<file path="config.mk">
export PLATFORM = sky130hd
export DESIGN_NAME = xdma_stream_arbiter
export DESIGN_NICKNAME = d
export VERILOG_FILES = /design/src/rtl/xdma_stream_arbiter.sv
export SDC_FILE = /design/constraint.sdc
export NUM_CORES = 1
export LEC_CHECK = 0
export ABC_AREA = 1
export BUFFER_PORTS_ARGS = -buffer_cell sky130_fd_sc_hd__buf_2
export CAP_MARGIN = 20
export CORE_AREA = 5 5 607 609
export CTS_BUF_LIST = sky130_fd_sc_hd__clkbuf_4 sky130_fd_sc_hd__clkbuf_8
export CTS_CLUSTER_SIZE = 16
export DETAILED_ROUTE_END_ITERATION = 16
export DIE_AREA = 0 0 612 614
export HOLD_SLACK_MARGIN = 0.05
export SLEW_MARGIN = 40
export SYNTH_ARGS = -nofsm -noshare
export SYNTH_HDL_FRONTEND = slang
export SYNTH_SLANG_ARGS = --single-unit
</file>
<file path="constraint.sdc">
create_clock -name clock -period 3.25 [get_ports clock]
set_input_delay 0.65 -clock clock [delete_from_list [all_inputs] [get_ports clock]]
set_output_delay 0.65 -clock clock [all_outputs]
set_load 0.05 [all_outputs]
</file>
<file path="src/rtl/xdma_stream_arbiter.sv">
// rtl/xdma_stream_arbiter.sv - packet-level round-robin arbiter onto one XDMA stream with core clock gating
module xdma_stream_arbiter #(
    parameter int NUM_REQ      = 2,
    parameter int DATA_WIDTH   = 512,
    parameter int MAX_BEATS    = 64,
    parameter int RESUME_DELAY = 4
) (
    input  logic                          clock,
    input  logic                          reset,
    input  logic [NUM_REQ-1:0]            req_valid,
    input  logic [NUM_REQ*DATA_WIDTH-1:0] req_data,
    input  logic [NUM_REQ-1:0]            req_last,
    output logic [NUM_REQ-1:0]            req_ready,
    output logic                          axi_tvalid,
    output logic [DATA_WIDTH-1:0]         axi_tdata,
    output logic                          axi_tlast,
    input  logic                          axi_tready,
    output logic                          core_clock_enable,
    output logic [$clog2(NUM_REQ)-1:0]    grant_id,
    output logic [31:0]                   pkt_count,
    output logic                          overrun
);

    localparam int GW = $clog2(NUM_REQ);
    localparam int BW = $clog2(MAX_BEATS);
    localparam int SW = $clog2(RESUME_DELAY + 1);
    localparam logic [BW-1:0] BEAT_MAX  = BW'(MAX_BEATS - 1);
    localparam logic [SW-1:0] STALL_SAT = SW'(RESUME_DELAY);
    localparam logic [GW-1:0] GRANT_RST = GW'(NUM_REQ - 1);
    localparam logic [GW:0]   NREQ_W    = (GW+1)'(NUM_REQ);

    typedef enum logic {IDLE, BURST} state_t;

    state_t          state, state_next;
    logic [GW-1:0]   grant_next;
    logic [GW:0]     cand;
    logic            pick_valid;
    logic [BW-1:0]   beat_cnt;
    logic [SW-1:0]   stall_cnt;
    logic            beat_at_max;
    logic            handshake;
    logic            stall;

    // Search upward from the previous grant so the last winner has lowest priority.
    always_comb begin
        pick_valid = 1'b0;
        grant_next = grant_id;
        cand       = '0;
        for (int i = 1; i <= NUM_REQ; i++) begin
            cand = {1'b0, grant_id} + (GW+1)'(i);
            if (cand >= NREQ_W) begin
                cand = cand - NREQ_W;
            end
            if (!pick_valid && req_valid[cand[GW-1:0]]) begin
                pick_valid = 1'b1;
                grant_next = cand[GW-1:0];
            end
        end
    end

    // Outputs are forced quiet while reset is held, even if the state is still BURST.
    always_comb begin
        req_ready   = '0;
        axi_tvalid  = 1'b0;
        axi_tdata   = '0;
        axi_tlast   = 1'b0;
        beat_at_max = (beat_cnt == BEAT_MAX);
        if (state == BURST && !reset) begin
            axi_tvalid          = req_valid[grant_id];
            axi_tdata           = req_data[grant_id*DATA_WIDTH +: DATA_WIDTH];
            axi_tlast           = req_last[grant_id] | beat_at_max;
            req_ready[grant_id] = axi_tready;
        end
        handshake = axi_tvalid & axi_tready;
        stall     = axi_tvalid & ~axi_tready;
    end

    always_comb begin
        state_next = state;
        case (state)
            IDLE:    if (pick_valid) state_next = BURST;
            BURST:   if (handshake && axi_tlast) state_next = IDLE;
            default: state_next = IDLE;
        endcase
    end

    always_ff @(posedge clock) begin
        if (reset) begin
            state     <= IDLE;
            grant_id  <= GRANT_RST;
            beat_cnt  <= '0;
            pkt_count <= '0;
            overrun   <= 1'b0;
        end else begin
            state <= state_next;
            if (state == IDLE) begin
                beat_cnt <= '0;
                if (pick_valid) begin
                    grant_id <= grant_next;
                end
            end else if (handshake) begin
                beat_cnt <= beat_cnt + 1'b1;
                if (axi_tlast) begin
                    pkt_count <= pkt_count + 32'd1;
                    if (beat_at_max && !req_last[grant_id]) begin
                        overrun <= 1'b1;
                    end
                end
            end
        end
    end

    // The core only restarts after RESUME_DELAY consecutive stall-free cycles.
    always_ff @(posedge clock) begin
        if (reset || stall) begin
            stall_cnt         <= '0;
            core_clock_enable <= 1'b0;
        end else begin
            if (stall_cnt != STALL_SAT) begin
                stall_cnt <= stall_cnt + 1'b1;
            end
            core_clock_enable <= (stall_cnt == STALL_SAT);
        end
    end

endmodule
</file>
==> flow_metrics.env <==
export IMPL_powerDensity_mw_per_mm2=216
export IMPL_fmaxAchievable_mhz=314
export IMPL_clkLatencyLatePin_ps=350
export IMPL_p_sw_share_pct=59.8
export IMPL_synth_nets=3134
export IMPL_p_comb_share_pct=83.7
export IMPL_min_period_over_period_pct=98.0
export IMPL_maxCapViolations=0
export IMPL_yosys_area_share_simple_pct=51.1
export IMPL_design_core_area_mm2=0.362
export IMPL_pwr_share_seq_pct=8.5
export IMPL_arrival_ps=2530
export IMPL_synth_xor_area_share_pct=0.454
export IMPL_htreeDepth=2
export IMPL_relSlewSlack_pct=48.8
export IMPL_p_switching_uw=4100
export IMPL_die_h_um=614
export IMPL_cts_tree="done"
export IMPL_portBuffers=1581
export IMPL_p_int_uw=2760
export IMPL_post_place_cells=8379
export IMPL_p_clk_share_pct=7.8
export IMPL_end_kind="primary output"
export IMPL_route_detailed_drc=0
export IMPL_finalCoreUtilization_pct=8.79
export IMPL_cp_max_fo=77
export IMPL_fin_nets=4628
export IMPL_synth_adder_area_share_pct=0.519
export IMPL_fin_cells=8627
export IMPL_synth_top_family_by_area="simple AND/OR/NAND/NOR gates"
export IMPL_start_util_pct=2.67
export IMPL_cts_buffers_inserted=5
export IMPL_fillers=42700
export IMPL_crit_required_ps=2600
export IMPL_synth_compound_area_share_pct=28.8
export IMPL_synth_cell_types=34
export IMPL_drt_iter0_drc=2449
export IMPL_grt_max_degree=110
export IMPL_synth_area_per_cell_um2=4.60
export IMPL_antenna_found_initial=677
export IMPL_cts_buffer_depth=2
export IMPL_synth_seq_area_share_pct=9.34
export IMPL_rsz0062_at_grt="true"
export IMPL_synth_cell_area_mm2=0.00965
export IMPL_p_leak_uw=0.0130
export IMPL_fin_skew_ps=17.5
export IMPL_hpwl_um=390000
export IMPL_status="complete, no violations"
export IMPL_hp_class="flop to flop"
export IMPL_gp_congestion=1.20
export IMPL_drt_wl_total_um=409000
export IMPL_via_per_inst=3.04
export IMPL_final_area_mm2=0.0318
export IMPL_vdd_drop_max_v=0.000138
export IMPL_first_pass_iters=8
export IMPL_grt_pass1_wl_um=462000
export IMPL_clk_pin_slew_ps=130
export IMPL_io_pins=1582
export IMPL_crit_path_start_kind="flop"
export IMPL_multi_input_area_mm2=0.00804
export IMPL_hold_viol_final=0
export IMPL_synth_area_mux_share_pct=0
export IMPL_synth_warnings=0
export IMPL_area_delta_synth_final_pct=229
export IMPL_synth_cells=2099
export IMPL_grt_pass1_vias=24400
export IMPL_ff_latch_area_um2=905
export IMPL_root_buffer="clkbuf_8"
export IMPL_die_area_mm2=0.376
export IMPL_finalSetupViolCount=0
export IMPL_ys_ff_latch=45
export IMPL_clock_sinks=45
export IMPL_critical_path_class="flop to primary output"
export IMPL_grt_util_all_layers_pct=20.7
export IMPL_period_needed_ps=3180
export IMPL_grt_overflow=0
export IMPL_wire_per_inst_um=47.4
export IMPL_drive_gt1_share_pct=48.6
export IMPL_maxSlewViolCount=0
export IMPL_row_count=221
export IMPL_dpl_cell_area_mm2=0.0308
export IMPL_antenna_left=0
export IMPL_die_w_um=612
export IMPL_num_vias=26200
export IMPL_worst_slew_pin_slew_ps=770
[routing by layer]
metal	global-route usage [%]	up-vias	wire, um
met2	37.4	2517	204000
li1	-	10000	-
met4	5.78	450	15900
met5	0.530	-	3140
met3	12.8	1290	56600
met1	19.4	11900	129000
[worst paths after layout]
path	startpoint	to	slack [ps]	cells past startpoint
max	grant_id	axi_tdata[280]	70	5
min	beat_cnt[1]	beat_cnt[1]	520	2
max reg2reg	grant_id	pkt_count[25]	770	11
min reg2reg	beat_cnt[1]	beat_cnt[1]	520	2
[placed cells by master, fill, tap and decap left out, drive strengths merged, types with 4 or more instances in the layout]
| cell | count |
|---|---|
| inv | 52 |
| buf | 1666 |
| nand4 | 8 |
| diode | 239 |
| nand3 | 36 |
| nor2 | 88 |
| xor2 | 4 |
| nand2 | 1121 |
| o21ai | 13 |
| nor3 | 7 |
| ha | 4 |
| clkbuf | 6 |
| a21oi | 533 |
| dfxtp | 45 |
[synthesized netlist by cell type, drive strengths merged]
library cell  instances  area (um^2)
and2                  1         6.26
nand4                 8         50.1
dfxtp                45          901
ha                    4         50.1
o311ai                1         8.76
buf                  68          338
inv                  51          194
o21bai                1         7.51
xnor2                 1         8.76
nor2                 88          404
nand2              1121         4230
a21oi               533         2670
a21boi                2         15.0
nand3b                2         15.0
xor2                  4         35.0
nor3b                 1         7.51
o21ai                13         68.8
nor3                  7         35.0
nand3                36          185
a31oi                 1         6.26
clkbuf              111          417
[repair_timing]
item	4_1_cts	5_1_grt
setup buffers	0	0
hold buffers	0	0
pin swaps	0	0
resized for setup	44	15
setup endpoints to repair	45	17
[flip-flops by register name (all words and copies together), names as in the netlist]
signal	flops
overrun	1
stall_cnt	3
beat_cnt	6
grant_id	1
core_clock_enable	1
state	1
pkt_count	32
[area by class of cell]
type	count	area share, %
multi-input combinational	1824	25.3
clock buffer	6	0.260
timing repair buffer	1666	50.1
inverter	51	0.634
sequential	45	2.85
tap	4794	18.9
antenna	239	1.88
clock inverter	2	0.130
[logic make-up (layout without fill, tap and decap cells)]
group                    Yosys count  count (layout)
buffers and inverters            230            1725
flip-flops                        45              45
AO/OA/AOI/OAI                    551             551
adder cells (fa/ha/maj)            4               4
XOR/XNOR                           5               5
other                              0             239
AND/OR/NAND/NOR                 1264            1264
[worst max-delay path, stage by stage (launching register included)]
cell	delay, ps
dfxtp_4	500
buf_12	290
nand2_1	130
buf_4	210
a21oi_1	640
buf_12	220
[power groups by stage]
stage                     combinational (uW)  clock (uW)  sequential [uW]
after detailed placement                5830           0              597
after CTS                               5880         558              585
after global placement                  5980           0              599
after floorplan                         2070           0              598
final                                   5740         535              585
after global routing                    5930         585              587
[metrics by stage]
stage	TNS (ps)	total power (uW)	hold slack, ps	setup WS, ps
6_report	0	6860	521	65.4
5_1_grt	-16.7	7110	544	-8.65
4_1_cts	-34.3	7020	519	-22.4
3_5_place_dp	-989	6430	489	-186
3_3_place_gp	-11030	6570	493	-332
2_1_floorplan	0	2670	473	268
(Power assumes the default switching activity.)
